<file path="src/rtl/wb_stage.sv">
// Write-back stage: accepts one memory-stage result, commits it to the register
// file as a one-cycle write pulse, then holds a downstream request until acknowledged.
module wb_stage #(
  parameter int unsigned XLEN = 64
) (
  input  logic            clk,
  input  logic            rst,
  input  logic            wb_memoryed_req_i,
  output logic            wb_memoryed_ack_o,
  output logic            wb_writebacked_req_o,
  input  logic            wb_writebacked_ack_i,
  input  logic [4:0]      wb_rd_i,
  input  logic            wb_rd_wen_i,
  input  logic            wb_ren_i,
  input  logic [2:0]      wb_funct3_i,
  input  logic [2:0]      wb_addr_low_i,
  input  logic [XLEN-1:0] wb_alu_data_i,
  input  logic [XLEN-1:0] wb_mem_rdata_i,
  output logic [4:0]      wb_rd_o,
  output logic            wb_rd_wen_o,
  output logic [XLEN-1:0] wb_rd_data_o,
  output logic [63:0]     wb_retire_cnt_o
);

  localparam logic [1:0] IDLE   = 2'd0;
  localparam logic [1:0] COMMIT = 2'd1;
  localparam logic [1:0] WAIT   = 2'd2;

  logic [1:0]      state, state_nxt;
  logic [4:0]      rd_q;
  logic            rd_wen_q;
  logic            ren_q;
  logic [2:0]      funct3_q;
  logic [2:0]      addr_low_q;
  logic [XLEN-1:0] alu_data_q;
  logic [XLEN-1:0] mem_rdata_q;
  logic [XLEN-1:0] shifted;
  logic [XLEN-1:0] result;
  logic [63:0]     retire_cnt;
  logic            accept;
  logic            busy;
  logic            retire;

  assign busy   = (state == COMMIT) || (state == WAIT);
  assign accept = wb_memoryed_req_i && wb_memoryed_ack_o;
  assign retire = busy && wb_writebacked_ack_i;

  assign wb_memoryed_ack_o    = (state == IDLE) && !rst;
  assign wb_writebacked_req_o = busy && !rst;
  assign wb_rd_wen_o          = (state == COMMIT) && !rst && rd_wen_q && (rd_q != 5'd0);
  assign wb_rd_o              = rd_q;
  assign wb_rd_data_o         = result;
  assign wb_retire_cnt_o      = retire_cnt;

  // Load alignment: the doubleword is shifted right by whole bytes, zero-filling the top.
  always_comb begin
    shifted = mem_rdata_q >> {addr_low_q, 3'b000};
    result  = alu_data_q;
    if (ren_q) begin
      case (funct3_q)
        3'b000:  result = {{56{shifted[7]}},  shifted[7:0]};
        3'b001:  result = {{48{shifted[15]}}, shifted[15:0]};
        3'b010:  result = {{32{shifted[31]}}, shifted[31:0]};
        3'b100:  result = {56'd0, shifted[7:0]};
        3'b101:  result = {48'd0, shifted[15:0]};
        3'b110:  result = {32'd0, shifted[31:0]};
        default: result = shifted;
      endcase
    end
  end

  always_comb begin
    state_nxt = state;
    case (state)
      IDLE:    if (accept) state_nxt = COMMIT;
      COMMIT:  state_nxt = wb_writebacked_ack_i ? IDLE : WAIT;
      WAIT:    if (wb_writebacked_ack_i) state_nxt = IDLE;
      default: state_nxt = IDLE;
    endcase
  end

  always_ff @(posedge clk) begin
    if (rst) begin
      state       <= IDLE;
      rd_q        <= '0;
      rd_wen_q    <= 1'b0;
      ren_q       <= 1'b0;
      funct3_q    <= '0;
      addr_low_q  <= '0;
      alu_data_q  <= '0;
      mem_rdata_q <= '0;
      retire_cnt  <= '0;
    end else begin
      state <= state_nxt;
      if (accept) begin
        rd_q        <= wb_rd_i;
        rd_wen_q    <= wb_rd_wen_i;
        ren_q       <= wb_ren_i;
        funct3_q    <= wb_funct3_i;
        addr_low_q  <= wb_addr_low_i;
        alu_data_q  <= wb_alu_data_i;
        mem_rdata_q <= wb_mem_rdata_i;
      end
      if (retire) retire_cnt <= retire_cnt + 64'd1;
    end
  end

endmodule

</file>
<file path="config.mk">
export PLATFORM = sky130hd
export DESIGN_NAME = wb_stage
export DESIGN_NICKNAME = d
export VERILOG_FILES = /design/src/rtl/wb_stage.sv
export SDC_FILE = /design/constraint.sdc
export NUM_CORES = 1
export LEC_CHECK = 0
export CAP_MARGIN = 30
export CORE_ASPECT_RATIO = 1.2
export CORE_MARGIN = 8
export CORE_UTILIZATION = 50
export DETAILED_ROUTE_END_ITERATION = 8
export MAX_ROUTING_LAYER = met4
export PLACE_DENSITY = 0.81
export SETUP_SLACK_MARGIN = 0.1
export SYNTH_ARGS = -nofsm -noshare
export SYNTH_HDL_FRONTEND = slang
export SYNTH_SLANG_ARGS = --single-unit
</file>
<file path="constraint.sdc">
create_clock -name clk -period 3 [get_ports clk]
set_input_delay 0.6 -clock clk [delete_from_list [all_inputs] [get_ports clk]]
set_output_delay 0.6 -clock clk [all_outputs]
set_load 0.1 [all_outputs]
</file>
==> results of run 1 <==
==> timing repair <==
item                       in CTS  in global routing
resized for setup              39                 27
setup endpoints to repair      63                 70
pin swaps                       6                 15
gates cloned                    0                  7
buffers inserted               12                  3
==> per-layer routing <==
metal	track usage (%)	vias up	wire length, um
li1	-	5305	-
met1	32.66	5343	15440
met2	50.96	533	20580
met3	6.371	139	3452
met4	12.52	0	1834
met5	-	-	0
==> critical path, cell delays in order, from the launching register on <==
cell and delay (ns):
dfxtp_4 0.40, buf_8 0.14, buf_6 0.11, mux2i_4 0.23
o2bb2ai_4 0.13, o31ai_1 0.09, buf_4 0.15, a211o_4 0.36
buf_6 0.16, o22a_2 0.24, buf_12 0.17
==> layout make-up <==
class	count	area share, %
Tap cell	274	2.073
Inverter	24	0.5750
Clock buffer	33	4.078
Multi-Input combinational cell	1031	42.93
Antenna cell	5	0.07566
Clock inverter	4	0.1438
Timing Repair Buffer	361	24.76
Sequential cell	207	25.36
==> synth_stat cells, types with 13 or more instances <==
cell type  instances  area share [%]
o22ai_1           15            0.86
nand2_1          198             6.8
nor4_1            13            0.74
o22a_1            40             3.2
mux2i_1           63             5.7
xnor2_1           27             2.2
nand3_1           22             1.0
clkbuf_1          87             3.0
o21ai_0          149             6.8
nand4_1           13            0.74
a21oi_1           64             2.9
nor3_1            13            0.59
inv_1             22            0.75
or3_1             22             1.3
mux4_2            23             4.7
dfxtp_1          207              38
nor2_1           105             3.6
nor2b_1           13            0.74
nand2b_1         146             8.3
==> power by group <==
group          switching, W  total (W)  internal [W]
sequential         0.000366    0.00344       0.00307
clock               0.00111    0.00266       0.00155
combinational       0.00361    0.00593       0.00232
total               0.00509     0.0120       0.00694
==> worst paths after layout <==
kind	to	cells past startpoint
max	wb_rd_data_o[58]	10
min	alu_data_q[57]	2
max reg2reg	wb_retire_cnt_o[59]	7
min reg2reg	alu_data_q[57]	2
==> registers in the layout, summed over array words and instances, names as in the netlist <==
register / cells
ren_q: 1
wb_rd_o: 5
rd_wen_q: 1
addr_low_q: 3
wb_retire_cnt_o: 64
funct3_q: 3
state: 2
mem_rdata_q: 64
alu_data_q: 64
==> through the flow <==
step	total power [W]	hold WS (ns)	cell area, um2
after floorplan	0.007009	0.4485	11560
after global placement	0.008992	0.4595	15270
after detailed placement	0.009049	0.4642	15270
after CTS	0.01186	0.4762	16240
after global routing	0.01241	0.4969	16530
final	0.01203	0.4747	16540
==> logic make-up after synthesis <==
group / share of synthesized area, %
simple gates: 26.98
compound gates: 16.80
flops: 37.77
buf+inv: 4.561
mux: 10.78
xor+xnor: 2.554
fa+ha+maj: 0.5701
==> summary.txt, run 1 <==
Synth
  – Ys async rst share: 0%
  – Sequential area share after synthesis: 37.77%
  – Top FF cell, synth: dfxtp_1
  – Avg Cell Area, Syn: 8.045 um2
  – Net Count, Synth: 1,514
  – Cell Area, Synth: 10,970 um2
  – EDFF count, synth: 0
  – Synth warn: 0
  – Mapped Cells: 1,364
  – FF+latch count, synth: 207
  – Yosys cell types: 49

Power and ir drop
  – Power density cells: 727.5 nW/um2
  – Max IR drop VDD: 929.6 uV
  – Leak pwr: 5.760 nW

Clocking
  – Number of H-tree levels: 1
  – CTS Buf Count: 22
  – Clock slew at reported path FFs: 0.06 ns
  – TritonCTS clock tree: done
  – Clk Latency, worst-skew pair: 0.51 ns
  – Clock Sinks: 207
  – # hold bufs at CTS: 0
  – CTS max path bufs: 3
  – Root buffer cell: clkbuf_16

Timing
  – Final WS setup: -0.3021 ns
  – Fmax: 302.8 MHz
  – Clk_skew: 0.01003 ns
  – RSZ-0062 raised after global routing: yes
  – Final TNS setup: -12.81 ns
  – Crit share post-route: 110.1%
  – Worst Tran Pin Value: 1.076 ns
  – Slew Limit Fails: 0
  – Final setup fails: 58
  – Relative slew slack: 28.25%
  – Final count of hold timing violations: 0
  – Min Tclk post-route: 3.302 ns

Setup path
  – Setup crit start: addr_low_q[1]
  – Nature of the critical path endpoint: primary output
  – WP data required: 2.40 ns
  – Setup CP Type: reg2out
  – Critical path arrival: 2.70 ns
  – Crit Path Max Fanout: 10
  – Reg2Reg Setup Slack: 0.19 ns
  – Reg-to-reg startpoint: state[1]
  – Startpoint Class: flop

Route
  – Routed len/inst: 21.31 um
  – Total routed wirelength: 41,310 um
  – Vias: 11.32k
  – Starting DRT DRC Count: 1,038
  – Antenna viol nets, final: 0
  – Vias per Instance: 5.838
  – Router iterations before antenna repair: 6
  – Residual DRC count: 0

Floorplanning
  – IO Count: 281
  – Die Ht: 178.3 um
  – Row count: 59
  – Die Span X: 151.2 um
  – CORE AREA: 21,630 um2
  – Initial Util: 50.73%
  – Die ar.: 26,960 um2

Global routing
  – Tot GR Track Use: 29.71%
  – Initial antenna violation count: 2
  – First-pass GRT wire length: 61,520 um
  – Vias in the first global route: 11.31k
  – Largest net degree at the start of global routing: 123
  – Grt ovf: 0

Placed design
  – HPWL Detailed: 29,810 um
  – Placed Cells: 1,875
  – Setup WS pre-CTS: -0.09386 ns
  – Port Buffers: 280
  – Gp weighted congestion: 0.9946

Run status
  – Status: complete, but fails checks
  – Failing checks: setup timing

Flow run
  – Number of max-cap violations: 0

Cells and area
  – Footprint of the multi-input gates: 7099 um2
  – # fillers: 1,489
  – Fraction of layout cells with a size suffix above 1: 24.88%
  – Final net count: 1,797
  – Fin util: 76.46%
  – Commonest non-fill, non-tap cells in the layout: nand2_1, dfxtp_1, o21ai_0
  – FF+latch area: 4194 um2
  – Final cell count without fillers: 1,939
  – Area Growth Syn to Fin: 50.71%
  – Most common cell after layout, fill and taps aside: nand2_1

Min path
  – Worst min-delay path class: reg2reg
  – Hold_sp: alu_data_q[57]
Note: power is estimated with default switching activity, not from simulation.
==> inputs of run 2 (changes only) <==
--- a/config.mk
+++ b/config.mk
@@ -8,10 +8,12 @@
 export CAP_MARGIN = 30
 export CORE_ASPECT_RATIO = 1.2
 export CORE_MARGIN = 8
-export CORE_UTILIZATION = 50
+export CORE_UTILIZATION = 64
 export DETAILED_ROUTE_END_ITERATION = 8
+export DONT_BUFFER_PORTS = 1
 export MAX_ROUTING_LAYER = met4
-export PLACE_DENSITY = 0.81
+export PLACE_DENSITY = 0.8
+export REMOVE_ABC_BUFFERS = 1
 export SETUP_SLACK_MARGIN = 0.1
 export SYNTH_ARGS = -nofsm -noshare
 export SYNTH_HDL_FRONTEND = slang
==> summary.txt, run 2 (synthesized netlist as in run 1, its figures left out) <==
Clocking
  – CTS max path bufs: 3 (unchanged)
  – Number of H-tree levels: 1 (unchanged)
  – CTS Buf Count: 22 (unchanged)
  – Root buffer cell: clkbuf_16
  – Clk Latency, worst-skew pair: 0.51 ns (about the same)
  – Clock slew at reported path FFs: 0.07 ns (about the same)
  – # hold bufs at CTS: 0 (unchanged)
  – Clock Sinks: 207 (unchanged)
  – TritonCTS clock tree: done

Cells and area
  – Final cell count without fillers: 1,700 (-12%)
  – Most common cell after layout, fill and taps aside: dfxtp_1
  – Area Growth Syn to Fin: 31.65%
  – Commonest non-fill, non-tap cells in the layout: dfxtp_1, nand2_1, o21ai_0
  – Fraction of layout cells with a size suffix above 1: 21.07% (-3.8 points)
  – Fin util: 85.73% (+9.3 points)
  – FF+latch area: 4159 um2 (-0.84%)
  – # fillers: 897 (-40%)
  – Final net count: 1,620 (-9.8%)
  – Footprint of the multi-input gates: 6733 um2 (-5.2%)

Power and ir drop
  – Total Power: 0.01174 W (-2.4%)
  – Combinational Power Share: 45.5% (-3.8 points)
  – Max IR drop VDD: 620.8 uV (-33%)
  – Reg power frac: 28.8% (+0.2 points)
  – Internal power: 0.006891 W (-0.75%)
  – Sw power: 0.004851 W (-4.6%)
  – Leak pwr: 5.025 nW (-13%)
  – Power density cells: 812.8 nW/um2 (+12%)
  – Switching Share: 41.31% (-0.97 points)
  – Clock group share of total power: 25.7% (+3.6 points)

Timing
  – Slew Limit Fails: 0 (unchanged)
  – Fmax: 305.8 MHz (+0.96%)
  – Final WS setup: -0.2706 ns (+0.03155 ns)
  – Final TNS setup: -11.56 ns (+1.243 ns)
  – RSZ-0062 raised after global routing: yes
  – Clk_skew: 0.009447 ns (-0.0005808 ns)
  – Final count of hold timing violations: 0 (unchanged)
  – Relative slew slack: 33.71% (+5.5 points)
  – Worst Tran Pin Value: 0.9930 ns (-0.08320 ns)
  – Final setup fails: 59 (+1.7%)
  – Crit share post-route: 109.0% (-1.1 points)
  – Min Tclk post-route: 3.271 ns (-0.03155 ns)
  – Hold_ws: 0.1979 ns (-0.2768 ns)

Setup path
  – Setup CP Type: reg2out
  – WP data required: 2.40 ns (about the same)
  – Nature of the critical path endpoint: primary output
  – Crit Path Max Fanout: 8 (-2)
  – Critical path arrival: 2.67 ns (-0.03 ns)
  – Startpoint Class: flop

Floorplanning
  – Die Span X: 135.5 um (-10%)
  – IO Count: 281 (unchanged)
  – Die Ht: 159.4 um (-11%)
  – Die ar.: 21,610 um2 (-20%)
  – Initial Util: 65.12% (+14 points)
  – Row count: 52 (-12%)
  – CORE AREA: 16,850 um2 (-22%)

Route
  – Antenna viol nets, final: 0 (unchanged)
  – Vias per Instance: 6.498 (+11%)
  – Router iterations before antenna repair: 6 (unchanged)
  – Starting DRT DRC Count: 1,368 (+32%)
  – Routed len/inst: 22.77 um (+6.9%)
  – Residual DRC count: 0 (unchanged)
  – Vias: 11.05k (-2.4%)
  – Total routed wirelength: 38,710 um (-6.3%)

Global routing
  – Vias in the first global route: 10.96k (-3.1%)
  – Tot GR Track Use: 33.69% (+4.0 points)
  – Initial antenna violation count: 3 (+1)
  – First-pass GRT wire length: 57,550 um (-6.5%)
  – Grt ovf: 0 (unchanged)
  – Largest net degree at the start of global routing: 211 (+72%)

Placed design
  – Gp weighted congestion: 0.9033 (-9.2%)
  – HPWL Detailed: 23,950 um (-20%)
  – Placed Cells: 1,646 (-12%)
  – Port Buffers: 0 (-100%)

Min path
  – Worst min-delay path class: in2reg

Flow run
  – Number of max-cap violations: 0 (unchanged)

Run status
  – Status: complete, but fails checks
  – Failing checks: setup timing
[run 2: cell types whose count changed in the layout (fill, tap and decap cells not counted), moves of 7 or more]
cell,before,now
a21oi_2,0,8
buf_4,131,101
clkdlybuf4s50_1,143,0
dfxtp_1,175,199
dfxtp_2,28,6
mux2i_1,49,56
o22a_1,1,40
o22a_2,8,0
o22a_4,31,0
[run 2: critical path, stage by stage (launching register included)]
cell	delay, ns
dfxtp_4	0.40
buf_6	0.16
mux2_4	0.33
o2bb2ai_4	0.20
o31ai_4	0.10
a211o_4	0.38
buf_8	0.16
o22a_1	0.23
buf_12	0.19
[run 2: what timing repair did]
action,in CTS,in global routing
cloned,4,1
endpoints found under the hold margin,0,0
buffers inserted,1,10
pin swaps,4,26
setup endpoints to repair,65,81
resized for setup,35,39
[run 2: stage by stage]
stage,worst slack (ns),area (um2)
2_1_floorplan,-3.905,10560
3_3_place_gp,0.2176,13110
3_5_place_dp,0.1459,13110
4_1_cts,-0.2437,14190
5_1_grt,-0.3320,14450
6_report,-0.2706,14450
[run 2: worst paths after layout]
check | startpoint | endpoint | slack, ns | depth (start not counted)
worst min register to register | alu_data_q[1] | alu_data_q[1] | 0.47 | 2
worst min-delay path | wb_alu_data_i[51] | alu_data_q[51] | 0.20 | 2
worst max-delay path | addr_low_q[1] | wb_rd_data_o[53] | -0.27 | 8
worst max register to register | state[0] | wb_retire_cnt_o[59] | 0.05 | 8
[run 2: area by class of cell]
cell class              instances  share of cell area, %
clock buffers                  29                  4.356
repair buffers                184                  16.63
diodes                          3                0.05197
multi-input cells            1031                  46.60
flip-flops and latches        207                  28.79
clock inverters                 6                  1.074
well taps                     216                  1.871
inverters                      24                 0.6236
[run 2: routing by layer]
| metal | global-route usage, % | wire [um] | share of wire, % | vias to the layer above |
|---|---|---|---|---|
| met5 | - | 0 | 0 | - |
| met4 | 21.09 | 2544 | 6.6 | 0 |
| li1 | - | - | - | 4946 |
| met1 | 37.91 | 13770 | 36 | 5228 |
| met3 | 5.997 | 3722 | 9.6 | 173 |
| met2 | 54.18 | 18680 | 48 | 699 |
[run 2: power groups by stage]
stage          sequential (W)  combinational [W]  clock [W]
2_1_floorplan         0.00355            0.00311          0
3_3_place_gp          0.00338            0.00488          0
3_5_place_dp          0.00340            0.00497          0
4_1_cts               0.00335            0.00516    0.00301
5_1_grt               0.00341            0.00552    0.00312
6_report              0.00338            0.00535    0.00301
==> inputs of run 3 (changes only) <==
--- a/config.mk
+++ b/config.mk
@@ -12,7 +12,7 @@
 export DETAILED_ROUTE_END_ITERATION = 8
 export DONT_BUFFER_PORTS = 1
 export MAX_ROUTING_LAYER = met4
-export PLACE_DENSITY = 0.8
+export PLACE_DENSITY = 0.79
 export REMOVE_ABC_BUFFERS = 1
 export SETUP_SLACK_MARGIN = 0.1
 export SYNTH_ARGS = -nofsm -noshare
==> summary.txt, run 3 (synthesized netlist as in run 1, its figures left out) <==
Placed design
  – Gp weighted congestion: 0.9311 (+3.1%)
  – HPWL Detailed: 24,460 um (+2.1%)
  – Port Buffers: 0 (unchanged)
  – Setup WS pre-CTS: 0.1088 ns (-0.03710 ns)
  – Placed instance area: 13,170 um2 (+0.48%)
  – Placed Cells: 1,656 (+0.61%)

Setup path
  – Critical path arrival: 2.80 ns (+0.13 ns)
  – Setup CP Type: reg2out
  – Reg2Reg Setup Slack: 0.25 ns (+0.20 ns)
  – Reg2Reg Depth: 8 (unchanged)
  – Reg-to-reg startpoint: state[1]
  – Startpoint Class: flop
  – Nature of the critical path endpoint: primary output
  – Worst r2r dst: wb_retire_cnt_o[45]
  – WP data required: 2.40 ns (about the same)
  – Crit Path Max Fanout: 12 (+4)

Route
  – Vias: 10.95k (-0.85%)
  – Vias per Instance: 6.423 (-1.1%)
  – Total routed wirelength: 38,100 um (-1.6%)
  – Starting DRT DRC Count: 1,120 (-18%)
  – Router iterations before antenna repair: 6 (unchanged)
  – Antenna viol nets, final: 0 (unchanged)
  – Routed len/inst: 22.35 um (-1.9%)
  – Residual DRC count: 0 (unchanged)

Cells and area
  – Most common cell after layout, fill and taps aside: dfxtp_1
  – Final cell count without fillers: 1,705 (+0.29%)
  – Fraction of layout cells with a size suffix above 1: 20.98% (-0.085 points)
  – Commonest non-fill, non-tap cells in the layout: dfxtp_1, nand2_1, o21ai_0
  – Final net count: 1,627 (+0.43%)
  – Post-layout instance area: 14,440 um2 (about the same)
  – Area Growth Syn to Fin: 31.58% (about the same)
  – Fin util: 85.68% (about the same)

Timing
  – Crit share post-route: 113.4% (+4.4 points)
  – Clk_skew: 0.02533 ns (+0.01588 ns)
  – RSZ-0062 raised after global routing: yes
  – Final WS setup: -0.4025 ns (-0.1319 ns)
  – Final count of hold timing violations: 0 (unchanged)
  – Relative slew slack: 34.39% (+0.68 points)
  – Fmax: 293.9 MHz (-3.9%)
  – Slew Limit Fails: 0 (unchanged)
  – Min Tclk post-route: 3.403 ns (+0.1319 ns)
  – Final setup fails: 59 (unchanged)
  – Worst Tran Pin Value: 0.9828 ns (-0.01024 ns)

Global routing
  – Vias in the first global route: 10.96k (+0.037%)
  – Tot GR Track Use: 34.45% (+0.76 points)
  – Initial antenna violation count: 2 (-1)
  – Grt ovf: 0 (unchanged)
  – Largest net degree at the start of global routing: 211 (unchanged)
  – First-pass GRT wire length: 58,770 um (+2.1%)

Clocking
  – CTS Buf Count: 22 (unchanged)
  – Number of H-tree levels: 1 (unchanged)
  – # hold bufs at CTS: 0 (unchanged)
  – TritonCTS clock tree: done
  – Clock Sinks: 207 (unchanged)
  – Root buffer cell: clkbuf_16
  – Clock slew at reported path FFs: 0.07 ns (about the same)
  – Clk Latency, worst-skew pair: 0.52 ns (about the same)
  – CTS max path bufs: 3 (unchanged)

Floorplanning
  – Die Ht: 159.4 um (unchanged)
  – Initial Util: 65.12% (unchanged)
  – CORE AREA: 16,850 um2 (unchanged)
  – Die Span X: 135.5 um (unchanged)
  – IO Count: 281 (unchanged)
  – Row count: 52 (unchanged)
  – Die ar.: 21,610 um2 (unchanged)

Power and ir drop
  – Switching Share: 42.31% (+1.0 points)
  – Power density cells: 794.3 nW/um2 (-2.3%)
  – Clock group share of total power: 23.6% (-2.1 points)
  – Reg power frac: 29.4% (+0.6 points)
  – Total Power: 0.01147 W (-2.3%)
  – Internal power: 0.006616 W (-4.0%)
  – Max IR drop VDD: 700.1 uV (+13%)
  – Combinational Power Share: 47.0% (+1.5 points)
  – Leak pwr: 5.040 nW (+0.30%)
  – Sw power: 0.004853 W (about the same)

Run status
  – Failing checks: setup timing
  – Status: complete, but fails checks

Min path
  – Worst min-delay path class: in2reg
  – Hold path endpoint: alu_data_q[33]
  – Hold_sp: wb_alu_data_i[33]
  – Worst Hold Path Cells: 2 (unchanged)

Flow run
  – Number of max-cap violations: 0 (unchanged)
-- run 3: layer usage --
| metal | vias up | part of all wire, % | track usage (%) | wire length, um |
|---|---|---|---|---|
| met3 | 174 | 11 | 8.744 | 4021 |
| met4 | 0 | 5.9 | 18.77 | 2255 |
| li1 | 4968 | - | - | - |
| met1 | 5156 | 36 | 39.34 | 13830 |
| met2 | 654 | 47 | 54.11 | 18000 |
| met5 | - | 0 | - | 0 |
-- run 3: area by class of cell --
| class | count | area (um2) |
|---|---|---|
| antenna | 2 | 5.005 |
| clock inverter | 2 | 35.03 |
| inverter | 24 | 91.34 |
| sequential | 207 | 4154 |
| timing repair buffer | 191 | 2512 |
| clock buffer | 32 | 659.4 |
| fill | 926 | 2412 |
| multi-input combinational | 1031 | 6711 |
| tap | 216 | 270.3 |
-- run 3: worst max path at each step --
stage                        from               end  slack [ns]  cells after the start
detailed placement  addr_low_q[1]  wb_rd_data_o[18]        0.11                      8
CTS                 addr_low_q[1]  wb_rd_data_o[33]       -0.28                      7
global placement    addr_low_q[1]  wb_rd_data_o[58]        0.20                      7
global route        addr_low_q[1]  wb_rd_data_o[33]       -0.41                      7
floorplan                     rst     addr_low_q[0]       -3.90                      3
finish              addr_low_q[1]  wb_rd_data_o[33]       -0.40                      7
-- run 3: metrics by stage --
stage | hold slack [ns] | TNS [ns]
after detailed placement | 0.4640 | 0
after floorplan | 0.4479 | -717.01
after global routing | 0.1897 | -18.74
after CTS | 0.1869 | -11.92
after global placement | 0.4591 | 0
final | 0.1931 | -17.03
-- run 3: worst max-delay path, stage by stage (launching register included) --
cell and delay (ns):
dfxtp_4 0.38, mux2i_2 0.19, mux4_2 0.52, nor4b_4 0.36, a211o_4 0.23, buf_12 0.17
o22a_1 0.22, buf_12 0.19
-- run 3: power groups by stage --
stage | Sequential, W | Clock, W | Combinational (W)
final | 0.00338 | 0.00271 | 0.00539
after global routing | 0.00341 | 0.00281 | 0.00556
after CTS | 0.00336 | 0.00271 | 0.00527
after detailed placement | 0.00340 | 0 | 0.00498
after global placement | 0.00338 | 0 | 0.00491
after floorplan | 0.00355 | 0 | 0.00311
-- run 3: repair_timing --
item,in CTS,in global routing
setup buffers,6,1
cloned,5,1
pin swaps,35,11
setup endpoints to repair,63,74
gates resized for setup,63,10
